==> src/rtl/uart_pkg.sv <==
// uart_pkg: types and defaults shared by the UART blocks (uart_top and uart_tx_buffer).
package uart_pkg;
    localparam int UART_DATA_W = 8;
    typedef enum logic [1:0] {IDLE, LAUNCH, WAIT_BUSY, WAIT_DONE} tx_state_t;
endpackage

==> src/rtl/uart_sync_fifo.sv <==
// uart_sync_fifo: single-clock byte FIFO with level counter and overflow pulse.
// Ports: clk/rst (async active-low), wr_en/wr_data write side, rd_en/rd_data
// show-ahead read side, full/empty/level status, overflow = dropped write last cycle.
module uart_sync_fifo #(
    parameter int DATA_W = 8,
    parameter int DEPTH  = 16,
    localparam int AW    = $clog2(DEPTH)
) (
    input  logic              clk,
    input  logic              rst,
    input  logic              wr_en,
    input  logic [DATA_W-1:0] wr_data,
    input  logic              rd_en,
    output logic [DATA_W-1:0] rd_data,
    output logic              full,
    output logic              empty,
    output logic [AW:0]       level,
    output logic              overflow
);
    logic [DATA_W-1:0] mem_q [DEPTH];
    logic [AW-1:0]     wr_ptr_q, rd_ptr_q;
    logic [AW:0]       level_q, level_d;
    logic              overflow_q;
    logic              wr_acc, rd_acc;

    // Full/empty derive from the registered level, so a pop frees space only from the next cycle on.
    assign full    = level_q == (AW+1)'(DEPTH);
    assign empty   = level_q == '0;
    assign level   = level_q;
    assign overflow = overflow_q;
    assign rd_data = mem_q[rd_ptr_q];
    assign wr_acc  = wr_en && !full;
    assign rd_acc  = rd_en && !empty;
    assign level_d = level_q + {{AW{1'b0}}, wr_acc} - {{AW{1'b0}}, rd_acc};

    always_ff @(posedge clk or negedge rst) begin
        if (!rst) begin
            wr_ptr_q   <= '0;
            rd_ptr_q   <= '0;
            level_q    <= '0;
            overflow_q <= 1'b0;
        end else begin
            wr_ptr_q   <= wr_acc ? wr_ptr_q + 1'b1 : wr_ptr_q;
            rd_ptr_q   <= rd_acc ? rd_ptr_q + 1'b1 : rd_ptr_q;
            level_q    <= level_d;
            overflow_q <= wr_en && full;
        end
    end

    always_ff @(posedge clk) begin
        if (wr_acc) mem_q[wr_ptr_q] <= wr_data;
    end
endmodule

==> src/rtl/uart_tx_buffer.sv <==
// uart_tx_buffer: byte FIFO plus launch sequencer feeding uart_top one byte at a time.
// Ports: clk/rst (async active-low); wr_en/wr_data producer side; full/empty/level/overflow
// FIFO status; tx_start/tx_data to uart_top, busy from uart_top; ack_err sticky handshake
// timeout flag, cleared by err_clr (clear wins over a same-cycle set).
module uart_tx_buffer
    import uart_pkg::*;
#(
    parameter int DATA_W      = UART_DATA_W,
    parameter int DEPTH       = 16,
    parameter int ACK_TIMEOUT = 15,
    localparam int AW         = $clog2(DEPTH)
) (
    input  logic              clk,
    input  logic              rst,
    input  logic              wr_en,
    input  logic [DATA_W-1:0] wr_data,
    output logic              full,
    output logic              empty,
    output logic [AW:0]       level,
    output logic              overflow,
    output logic              tx_start,
    output logic [DATA_W-1:0] tx_data,
    input  logic              busy,
    output logic              ack_err,
    input  logic              err_clr
);
    localparam int CW = $clog2(ACK_TIMEOUT + 1);
    // WAIT_BUSY lasts at most ACK_TIMEOUT cycles, so ack_err appears ACK_TIMEOUT+1 cycles after tx_start.
    localparam logic [CW-1:0] CNT_LAST = CW'(ACK_TIMEOUT - 1);

    tx_state_t         state_q, state_d;
    logic [CW-1:0]     cnt_q, cnt_d;
    logic [DATA_W-1:0] tx_data_q, tx_data_d;
    logic              tx_start_q, ack_err_q, ack_err_d;
    logic              pop, err_set;
    logic [DATA_W-1:0] rd_data;

    uart_sync_fifo #(.DATA_W(DATA_W), .DEPTH(DEPTH)) u_fifo (
        .clk      (clk),
        .rst      (rst),
        .wr_en    (wr_en),
        .wr_data  (wr_data),
        .rd_en    (pop),
        .rd_data  (rd_data),
        .full     (full),
        .empty    (empty),
        .level    (level),
        .overflow (overflow)
    );

    always_comb begin
        state_d   = state_q;
        cnt_d     = cnt_q;
        tx_data_d = tx_data_q;
        pop       = 1'b0;
        err_set   = 1'b0;
        case (state_q)
            IDLE: if (!empty && !busy) begin
                pop       = 1'b1;
                tx_data_d = rd_data;
                state_d   = LAUNCH;
            end
            LAUNCH: begin
                cnt_d   = '0;
                state_d = WAIT_BUSY;
            end
            WAIT_BUSY: if (busy) state_d = WAIT_DONE;
                else if (cnt_q == CNT_LAST) begin
                    err_set = 1'b1;
                    state_d = IDLE;
                end else cnt_d = cnt_q + 1'b1;
            WAIT_DONE: if (!busy) state_d = IDLE;
            default: state_d = IDLE;
        endcase
        ack_err_d = err_clr ? 1'b0 : (ack_err_q || err_set);
    end

    always_ff @(posedge clk or negedge rst) begin
        if (!rst) begin
            state_q    <= IDLE;
            cnt_q      <= '0;
            tx_data_q  <= '0;
            tx_start_q <= 1'b0;
            ack_err_q  <= 1'b0;
        end else begin
            state_q    <= state_d;
            cnt_q      <= cnt_d;
            tx_data_q  <= tx_data_d;
            tx_start_q <= state_d == LAUNCH;
            ack_err_q  <= ack_err_d;
        end
    end

    assign tx_start = tx_start_q;
    assign tx_data  = tx_data_q;
    assign ack_err  = ack_err_q;
endmodule

==> config.mk <==
export PLATFORM = sky130hd
export DESIGN_NAME = uart_tx_buffer
export DESIGN_NICKNAME = d
export VERILOG_FILES = /design/src/rtl/uart_pkg.sv /design/src/rtl/uart_sync_fifo.sv /design/src/rtl/uart_tx_buffer.sv
export SDC_FILE = /design/constraint.sdc
export NUM_CORES = 1
export LEC_CHECK = 0
export CAP_MARGIN = 20
export CORE_ASPECT_RATIO = 0.6
export CORE_MARGIN = 10
export CORE_UTILIZATION = 55
export CTS_CLUSTER_DIAMETER = 60
export DETAILED_ROUTE_END_ITERATION = 16
export GPL_TIMING_DRIVEN = 0
export PLACE_DENSITY_LB_ADDON = 0.08
export SYNTH_ARGS = -nofsm -noshare
export SYNTH_HDL_FRONTEND = slang
export SYNTH_SLANG_ARGS = --single-unit
==> constraint.sdc <==
create_clock -name clk -period 4.5 [get_ports clk]
set_input_delay 0.9 -clock clk [delete_from_list [all_inputs] [get_ports clk]]
set_output_delay 0.9 -clock clk [all_outputs]
set_load 0.03 [all_outputs]
==> summary.txt, run 1 <==
Placed design
  – Post-DP HPWL: 8590 um
  – Post-Place Worst Slack: 0.903 ns
  – Inst Count DP: 547
  – Placed inst area: 7070 um^2
  – Port buffer count: 30
  – Gpl congestion: 0.764

Yosys
  – Mapped Cells: 355
  – Yosys warns: 0
  – Most used DFF post-synth: edfxtp_1
  – Avg Cell Area, Syn: 18.5 um^2
  – EDFF count, synth: 128
  – Unique cell type count in the Yosys netlist: 37
  – Seq/Total Area, Yosys: 0.701
  – Mapped cell area: 6550 um^2
  – FF+latch count, synth: 158
  – Async set or reset register ratio after synthesis: 0.190
  – Mapped Nets: 382

Detailed routing
  – DR vias/cell: 5.60
  – Iter 0 DRT Violations: 235
  – Routed WL per cell: 21.7 um
  – Total number of vias: 3235
  – DRC Markers: 0
  – Post-Route WL: 12500 um
  – Post-DRT Antenna Nets: 0
  – First drt pass iteration count: 4

Critical path
  – Worst setup SP type: flop
  – Critical path's largest stage delay: 0.82 ns
  – Critical R2R Launch: u_fifo.level[3]
  – Worst path buffer plus inverter count: 2
  – Cell Chain, Critical Path: inv_1, ha_1, nor4b_1, clkdlybuf4s50_1
  – Critical path arrival: 2.62 ns
  – CP max stage cell: clkdlybuf4s50_1
  – Crit Path Category: reg2out
  – Req. time, crit path: 3.60 ns
  – Crit. End Element: output pin
  – R2R Path End: u_fifo.level[4]
  – CP delay by family, top: buffers and inverters
  – Slack of the worst reg-to-reg path: 1.22 ns
  – Worst Reg2Reg Path Length in Cells: 13
  – CP Max Fanout: 3

Timing
  – Final Max Slew Viols: 0
  – Unrepaired setup endpoints after global routing: false
  – Slew HR: 0.343
  – Setup TNS Final: 0 ns
  – Worst slew pin tran: 0.980 ns
  – Final period demand of the worst path: 3.52 ns
  – Fin. Hold Viols: 0
  – Fin crit share: 0.783
  – Post-route setup slack: 0.979 ns
  – Final Skew: 0.00907 ns
  – # setup viols final: 0
  – FMAX: 284 MHz

CTS
  – Clk buf depth: 2
  – Clock net sink count: 158
  – CTS Hold Bufs: 0
  – CTS root buffer: clkbuf_16
  – CTS buffer count: 17
  – Clock transition at the registers of the reported paths: 0.06 ns
  – # Post-CTS Setup Buffers: 0
  – Clock tree from TritonCTS: yes
  – H-Tree Depth: 4
  – Clock Latency Late Sink: 0.41 ns
  – Post-CTS sizing: 0

Die
  – Die width: 161 um
  – Die H: 105 um
  – Starting Density: 0.570
  – Die area: 16800 um^2
  – Rows: 30
  – Core area: 11500 um^2
  – Top Ports: 31

Global route
  – First-pass GRT wire length: 19400 um
  – Vias in the first global route: 3284
  – Gr ovfl total: 0
  – Gr usage total: 0.154
  – Largest net degree at the start of global routing: 31
  – Initial antenna violation count: 0

Min path
  – Min-Delay Startpoint: tx_data[3]
  – Worst hold path type: reg2reg
  – Hold path depth: 2
  – WHS Endpoint: tx_data[3]

Finish
  – Final nets: 433
  – Filler instances: 790
  – Share of cells above drive strength 1: 0.165
  – Final Cell Area: 7630 um^2
  – Antenna diodes: 0
  – Area grow syn2layout: 16.4%
  – Post-Layout Cell Count: 578

Pwr
  – Leak: 2.77 nW
  – Power, Total: 0.00487 W
  – Max VDD drop: 0.000344 V
  – Pwr dens: 638 nW/um^2

Run
  – Max-cap violations: 0

Run status
  – Status: finished clean
[worst register-to-register path, stage by stage, from the launching register on]
cell	delay, ns
dfrtp_1	0.40
inv_1	0.09
ha_1	0.17
nor4b_1	0.73
or4_1	0.25
inv_1	0.15
ha_1	0.31
inv_1	0.04
ha_1	0.20
fa_1	0.42
a21oi_1	0.17
nor2_1	0.07
nor2_1	0.11
xnor2_1	0.12
[power breakdown]
group / switching, W / internal [W] / total [W]
logic: 0.000842 / 0.000728 / 0.00157
registers: 0.000117 / 0.00182 / 0.00194
clock network: 0.000591 / 0.000768 / 0.00136
total: 0.00155 / 0.00332 / 0.00487
[final cells by class]
cell class,count,area (um^2),share of cell area
Inverter,16,60.1,0.00787
Clock inverter,14,136,0.0179
Buffer,17,116,0.0153
Timing Repair Buffer,32,305,0.0400
Clock buffer,17,425,0.0558
Multi-Input combinational cell,164,1790,0.235
Tap cell,160,200,0.0262
Sequential cell,158,4590,0.602
[cells in the final DEF (no fill, tap or decap), types with 9 or more instances in the layout]
master / n
and2_1: 9
edfxtp_1: 128
inv_1: 16
mux2i_1: 20
ha_1: 13
clkdlybuf4s50_1: 29
dfrtp_1: 30
nor2_1: 13
clkbuf_16: 17
mux4_1: 23
mux4_2: 9
nand2_1: 19
[layer usage]
layer	global-route usage	vias to the layer above	wire, um
met1	0.237	1655	6230
li1	-	1492	-
met4	0.0453	0	78
met3	0.0411	8	689
met5	0	-	0
met2	0.208	80	5520
[metrics by stage]
stage | hold WS, ns | util
final | 0.492 | 0.664
after global routing | 0.537 | 0.664
after CTS | 0.496 | 0.664
after detailed placement | 0.489 | 0.615
after global placement | 0.467 | 0.614
after floorplan | 0.516 | -
[cell usage after synthesis (all sizes together) (2+ instances only)]
| master | n | area, um^2 |
|---|---|---|
| edfxtp | 128 | 3840 |
| mux4 | 32 | 807 |
| dfrtp | 30 | 751 |
| mux2i | 20 | 200 |
| nand2 | 19 | 71.3 |
| inv | 16 | 60.1 |
| buf | 14 | 104 |
| ha | 13 | 163 |
| nor2 | 13 | 48.8 |
| o21ai | 10 | 50.1 |
| and2 | 9 | 56.3 |
| mux2 | 8 | 90.1 |
| xnor2 | 8 | 70.1 |
| nor3 | 6 | 30.0 |
| o22ai | 4 | 25.0 |
| a21oi | 3 | 15.0 |
| clkbuf | 3 | 12.5 |
| nor3b | 3 | 22.5 |
| nand3 | 2 | 10.0 |
| nand4 | 2 | 12.5 |
| xor2 | 2 | 17.5 |
[registers in the layout, summed over array words and instances (netlist names)]
name             flops
ack_err              1
cnt_q                4
state_q              2
tx_data              8
tx_start             1
u_fifo.level         5
u_fifo.mem_q       128
u_fifo.overflow      1
u_fifo.rd_ptr_q      4
u_fifo.wr_ptr_q      4
[how the worst max path moves through the flow]
stage / start / endpoint / slack (ns) / depth (start not counted)
final: u_fifo.level[3] / empty / 0.98 / 4
after detailed placement: busy / u_fifo.level[4] / 0.90 / 11
after floorplan: u_fifo.level[3] / u_fifo.level[4] / 1.0 / 13
after global routing: u_fifo.level[3] / empty / 0.90 / 4
after global placement: busy / u_fifo.level[4] / 0.96 / 11
after CTS: u_fifo.level[3] / empty / 1.02 / 4
[cells by family after synthesis]
logic type | count (synthesis) | share of synthesized area
DFF | 158 | 0.701
muxes | 60 | 0.167
and+or+nand+nor | 60 | 0.0460
buffers and inverters | 33 | 0.0269
AOI/OAI and AO/OA | 20 | 0.0172
adders and majority gates | 14 | 0.0279
xor gates and xnor gates | 10 | 0.0134
Note: power is estimated with default switching activity, not from simulation.
==> run 2: changes to the inputs <==
clock period = 3.3 ns   (was 4.5 ns; I/O delays follow)
==> summary.txt, run 2 (synthesized netlist as in run 1, its figures left out) <==
Die
  – Top Ports: 31 (unchanged)
  – Rows: 30 (unchanged)
  – Die H: 105 um (unchanged)
  – Starting Density: 0.570 (unchanged)
  – Core area: 11500 um^2 (unchanged)
  – Die width: 161 um (unchanged)
  – Die area: 16800 um^2 (unchanged)

Timing
  – Final period demand of the worst path: 3.02 ns
  – Worst slew pin tran: 0.943 ns (-0.0367 ns)
  – Fin. Hold Viols: 0 (unchanged)
  – Fin crit share: 0.915
  – Unrepaired setup endpoints after global routing: false
  – Slew HR: 0.368 (+0.0246)
  – # setup viols final: 0 (unchanged)
  – Final Max Slew Viols: 0 (unchanged)
  – WHS: 0.283 ns (-0.210 ns)
  – Final Skew: 0.0113 ns (+0.00225 ns)
  – Setup TNS Final: 0 ns (unchanged)
  – FMAX: 331 MHz

Pwr
  – Internal Pwr Total: 0.00476 W (+44%)
  – Sequential power share: 0.385 (-0.013)
  – Pwr dens: 890 nW/um^2 (+40%)
  – Leak: 2.82 nW (+1.6%)
  – Net Sw Frac: 0.306 (-0.0123)
  – Clk pwr share: 0.292 (+0.013)
  – Combinational share of power: 0.322 (about the same)
  – Max VDD drop: 0.000432 V (+26%)
  – Switching power: 0.00210 W (+36%)

CTS
  – Clock transition at the registers of the reported paths: 0.06 ns (about the same)
  – CTS root buffer: clkbuf_16
  – H-Tree Depth: 4 (unchanged)
  – CTS Hold Bufs: 0 (unchanged)
  – Clock Latency Late Sink: 0.42 ns (about the same)
  – # Post-CTS Setup Buffers: 0 (unchanged)
  – Clk buf depth: 2 (unchanged)
  – Clock net sink count: 158 (unchanged)
  – Post-CTS sizing: 0 (unchanged)
  – Clock tree from TritonCTS: yes
  – CTS buffer count: 17 (unchanged)

Finish
  – Most frequent cells in the layout: edfxtp_1 (128), dfrtp_1 (30), clkdlybuf4s50_1 (29)
  – Most flops, register: u_fifo.mem_q
  – Antenna diodes: 0 (unchanged)
  – Area grow syn2layout: 17.6%
  – Final nets: 432 (-0.23%)
  – Largest register FFs: 128 (unchanged)
  – Filler instances: 797 (+0.89%)
  – Most common cell after layout, fill and taps aside: edfxtp_1
  – Share of cells above drive strength 1: 0.163 (-0.00239)

Critical path
  – CP Max Fanout: 4 (+1)
  – Critical R2R Launch: u_fifo.level[3]
  – Crit. End Element: flop
  – Worst Reg2Reg Path Length in Cells: 13 (unchanged)
  – Req. time, crit path: 3.64 ns (+0.04 ns)
  – Critical path arrival: 3.36 ns (+0.74 ns)
  – CP startpoint: u_fifo.level[3]
  – Crit Path Category: reg2reg
  – Worst setup SP type: flop

Placed design
  – Post-DP HPWL: 8820 um (+2.7%)
  – Gpl congestion: 0.788 (+3.2%)
  – Port buffer count: 30 (unchanged)

Detailed routing
  – Routed WL per cell: 21.5 um (-0.57%)
  – Iter 0 DRT Violations: 225 (-4.3%)
  – DR vias/cell: 5.60 (about the same)
  – Total number of vias: 3236 (+0.031%)
  – Post-Route WL: 12500 um (-0.57%)
  – First drt pass iteration count: 4 (unchanged)
  – DRC Markers: 0 (unchanged)
  – Post-DRT Antenna Nets: 0 (unchanged)

Global route
  – Gr usage total: 0.155 (+0.00102)
  – First-pass GRT wire length: 19600 um (+0.92%)
  – Largest net degree at the start of global routing: 31 (unchanged)
  – Vias in the first global route: 3303 (+0.58%)
  – Initial antenna violation count: 0 (unchanged)
  – Gr ovfl total: 0 (unchanged)

Run
  – Max-cap violations: 0 (unchanged)

Run status
  – Status: finished clean

Min path
  – Worst hold path type: in2async
run 2: cell count changes in the layout (fill, tap and decap cells not counted), moves of 2 or more:
cell,before,now
clkinvlp_4,5,0
clkbuf_1,2,6
inv_6,4,0
clkbuf_16,17,20
inv_4,0,3
buf_2,8,6
nor3_1,4,2
nor3_2,2,4
run 2: path summary, 6_finish.rpt:
| kind | end | slack [ns] |
|---|---|---|
| setup / recovery | u_fifo.level[4] | 0.28 |
| hold / removal | u_fifo.overflow | 0.28 |
| setup reg to reg | u_fifo.level[4] | 0.28 |
| hold reg to reg | tx_data[5] | 0.48 |
| max in group asynchronous | tx_data[0] | 2.54 |
| min in group clk | tx_data[5] | 0.48 |
run 2: final cells by class:
cell class	instances	area [um^2]	area share
Buffer	17	116	0.0151
Clock buffer	25	529	0.0687
Clock inverter	7	96.3	0.0125
Inverter	16	60.1	0.00779
Multi-Input combinational cell	164	1810	0.235
Sequential cell	158	4590	0.596
Tap cell	160	200	0.0260
Timing Repair Buffer	31	303	0.0393
run 2: power groups by stage:
| stage | clock, W | combinational (W) | sequential [W] |
|---|---|---|---|
| detailed placement | 0 | 0.00223 | 0.00268 |
| floorplan | 0 | 0.00137 | 0.00281 |
| finish | 0.00201 | 0.00221 | 0.00264 |
| CTS | 0.00203 | 0.00224 | 0.00264 |
| global placement | 0 | 0.00216 | 0.00266 |
| global route | 0.00212 | 0.00240 | 0.00268 |
run 2: critical path, cell delays in order (launching register included):
cell,delay [ns]
dfrtp_1,0.41
inv_1,0.09
ha_1,0.17
nor4b_2,0.42
or4_1,0.22
inv_1,0.14
ha_1,0.31
inv_1,0.04
ha_1,0.20
fa_1,0.44
a21oi_1,0.21
nor2_1,0.06
nor2_1,0.13
xnor2_1,0.13
run 2: stage by stage:
stage           util  std cells  worst slack [ns]  total power (W)  cell area, um^2
6_report       0.671        578             0.282          0.00686             7710
5_1_grt        0.671        578            0.0634          0.00719             7710
4_1_cts        0.671        578             0.265          0.00692             7710
3_5_place_dp   0.617        546           -0.0631          0.00491             7080
3_3_place_gp   0.615        545           -0.0270          0.00483             7060
2_1_floorplan      -        355             0.275          0.00418             6560
run 2: metal layers:
metal / vias to the layer above / part of all wire / GRT usage / wire [um]
li1: 1495 / - / - / -
met1: 1631 / 0.50 / 0.237 / 6250
met2: 96 / 0.43 / 0.208 / 5330
met3: 14 / 0.059 / 0.0380 / 740
met4: 0 / 0.011 / 0.0569 / 138
met5: - / 0 / 0 / 0
==> run 3: changes to the inputs <==
CORE_MARGIN = 5   (was 10)
==> summary.txt, run 3 (synthesized netlist as in run 1, its figures left out) <==
Critical path
  – Crit Path Category: reg2reg
  – Worst Reg2Reg Path Length in Cells: 13 (unchanged)
  – CP max stage cell: nor4b_2
  – Critical Path End: u_fifo.level[4]
  – CP startpoint: u_fifo.level[3]
  – Critical R2R Launch: u_fifo.level[3]
  – Cell Chain, Critical Path: inv_1, ha_1, nor4b_2, or4_1, inv_1, ha_1, inv_1, ha_1, fa_1, a21oi_1, nor2_1, nor2_1, xnor2_1
  – Worst setup SP type: flop
  – Critical path's largest stage delay: 0.42 ns (-0.02 ns)
  – CP Max Fanout: 4 (unchanged)
  – R2R Path End: u_fifo.level[4]
  – Slack of the worst reg-to-reg path: 0.31 ns (+0.03 ns)
  – Critical path arrival: 3.32 ns (-0.04 ns)
  – Req. time, crit path: 3.63 ns (about the same)
  – Crit. End Element: flop

Finish
  – Final Cell Area: 7710 um^2 (about the same)
  – Share of cells above drive strength 1: 0.167 (+0.00439)
  – Most frequent cells in the layout: edfxtp_1 (128), dfrtp_1 (30), clkdlybuf4s50_1 (29)
  – Post-layout util: 0.671 (about the same)
  – Most flops, register: u_fifo.mem_q
  – Filler instances: 778 (-2.4%)
  – Largest register FFs: 128 (unchanged)
  – Most common cell after layout, fill and taps aside: edfxtp_1
  – Area grow syn2layout: 17.6% (about the same)
  – Final nets: 433 (+0.23%)
  – Antenna diodes: 0 (unchanged)

Placed design
  – Port buffer count: 30 (unchanged)
  – Gpl congestion: 0.781 (-0.94%)
  – Post-DP HPWL: 8400 um (-4.8%)
  – Placed inst area: 7070 um^2 (-0.11%)

CTS
  – CTS Hold Bufs: 0 (unchanged)
  – Clock net sink count: 158 (unchanged)
  – CTS buffer count: 17 (unchanged)
  – Clock Latency Late Sink: 0.42 ns (about the same)
  – Clock tree from TritonCTS: yes
  – Clk buf depth: 2 (unchanged)
  – H-Tree Depth: 4 (unchanged)
  – Clock transition at the registers of the reported paths: 0.06 ns (about the same)
  – Post-CTS sizing: 0 (unchanged)
  – # Post-CTS Setup Buffers: 0 (unchanged)
  – CTS root buffer: clkbuf_16

Global route
  – Largest net degree at the start of global routing: 31 (unchanged)
  – Gr ovfl total: 0 (unchanged)
  – First-pass GRT wire length: 19300 um (-1.6%)
  – Vias in the first global route: 3277 (-0.79%)
  – Initial antenna violation count: 0 (unchanged)
  – Gr usage total: 0.192 (+0.0366)

Timing
  – FMAX: 335 MHz (+1.0%)
  – Final Max Slew Viols: 0 (unchanged)
  – Slew HR: 0.352 (-0.0157)
  – Final period demand of the worst path: 2.99 ns (-0.0299 ns)
  – Unrepaired setup endpoints after global routing: false
  – Setup TNS Final: 0 ns (unchanged)
  – # setup viols final: 0 (unchanged)
  – Worst slew pin tran: 0.966 ns (+0.0234 ns)
  – Fin. Hold Viols: 0 (unchanged)
  – Final Skew: 0.0134 ns (+0.00212 ns)
  – WHS: 0.302 ns (+0.0192 ns)
  – Fin crit share: 0.906 (-0.00907)

Pwr
  – Power, Total: 0.00688 W (+0.25%)
  – Max VDD drop: 0.000471 V (+9.1%)
  – Pwr dens: 892 nW/um^2 (+0.24%)
  – Leak: 2.82 nW (about the same)

Run status
  – Status: finished clean

Min path
  – Worst hold path type: in2async

Detailed routing
  – First drt pass iteration count: 4 (unchanged)
  – Iter 0 DRT Violations: 277 (+23%)
  – Post-DRT Antenna Nets: 0 (unchanged)
  – DRC Markers: 0 (unchanged)
  – Total number of vias: 3301 (+2.0%)
  – Routed WL per cell: 21.5 um (-0.21%)
  – DR vias/cell: 5.70 (+1.8%)
  – Post-Route WL: 12400 um (about the same)

Run
  – Max-cap violations: 0 (unchanged)

Die
  – Die area: 14300 um^2 (-15%)
  – Starting Density: 0.570 (unchanged)
  – Die H: 94.5 um (-9.6%)
  – Die width: 151 um (-6.2%)
  – Core area: 11500 um^2 (unchanged)
  – Top Ports: 31 (unchanged)
  – Rows: 30 (unchanged)
[run 3: cell count changes in the layout (fill, tap and decap cells not counted), sizes merged]
cell,delta
buf,+1
clkinvlp,+2
clkinv,+2
bufinv,+2
inv,+2
clkbuf,-8
[run 3: critical path, delay by kind of cell (launching register included)]
kind | cells | cell delay [ns]
fa+ha+maj | 4 | 1.11
xor+xnor | 1 | 0.14
flops | 1 | 0.40
buf+inv | 3 | 0.27
simple gates | 4 | 0.82
compound gates | 1 | 0.17
[run 3: where the power goes]
group | internal, W | switching [W]
Sequential | 0.00248 | 0.000160
Combinational | 0.000996 | 0.00116
Clock | 0.00128 | 0.000802
Total | 0.00476 | 0.00212
[run 3: how the worst min path moves through the flow]
stage | start | slack, ns | endpoint
global route | rst | 0.35 | u_fifo.wr_ptr_q[0]
CTS | rst | 0.31 | u_fifo.overflow
detailed placement | tx_data[2] | 0.47 | tx_data[2]
global placement | tx_data[1] | 0.47 | tx_data[1]
finish | rst | 0.30 | u_fifo.wr_ptr_q[0]
floorplan | rst | 0.36 | ack_err
[run 3: metrics by stage]
step	setup slack (ns)	std cells
after global routing	0.0771	579
after detailed placement	-0.0970	547
after floorplan	0.275	355
after CTS	0.291	579
after global placement	-0.0263	545
final	0.312	579
[run 3: final cells by class]
cell class              count  area (um^2)  share of cell area
plain buffers              17          116              0.0151
clock buffers              17          425              0.0552
clock inverters            15          209              0.0271
inverters                  16         60.1             0.00779
multi-input cells         164         1800               0.233
flip-flops and latches    158         4590               0.596
well taps                 160          200              0.0260
repair buffers             32          305              0.0396
[run 3: per-layer routing]
metal | part of all wire | GRT usage
met5 | 0 | 0
met2 | 0.45 | 0.265
met4 | 0.0080 | 0.0611
met3 | 0.068 | 0.0470
met1 | 0.47 | 0.301
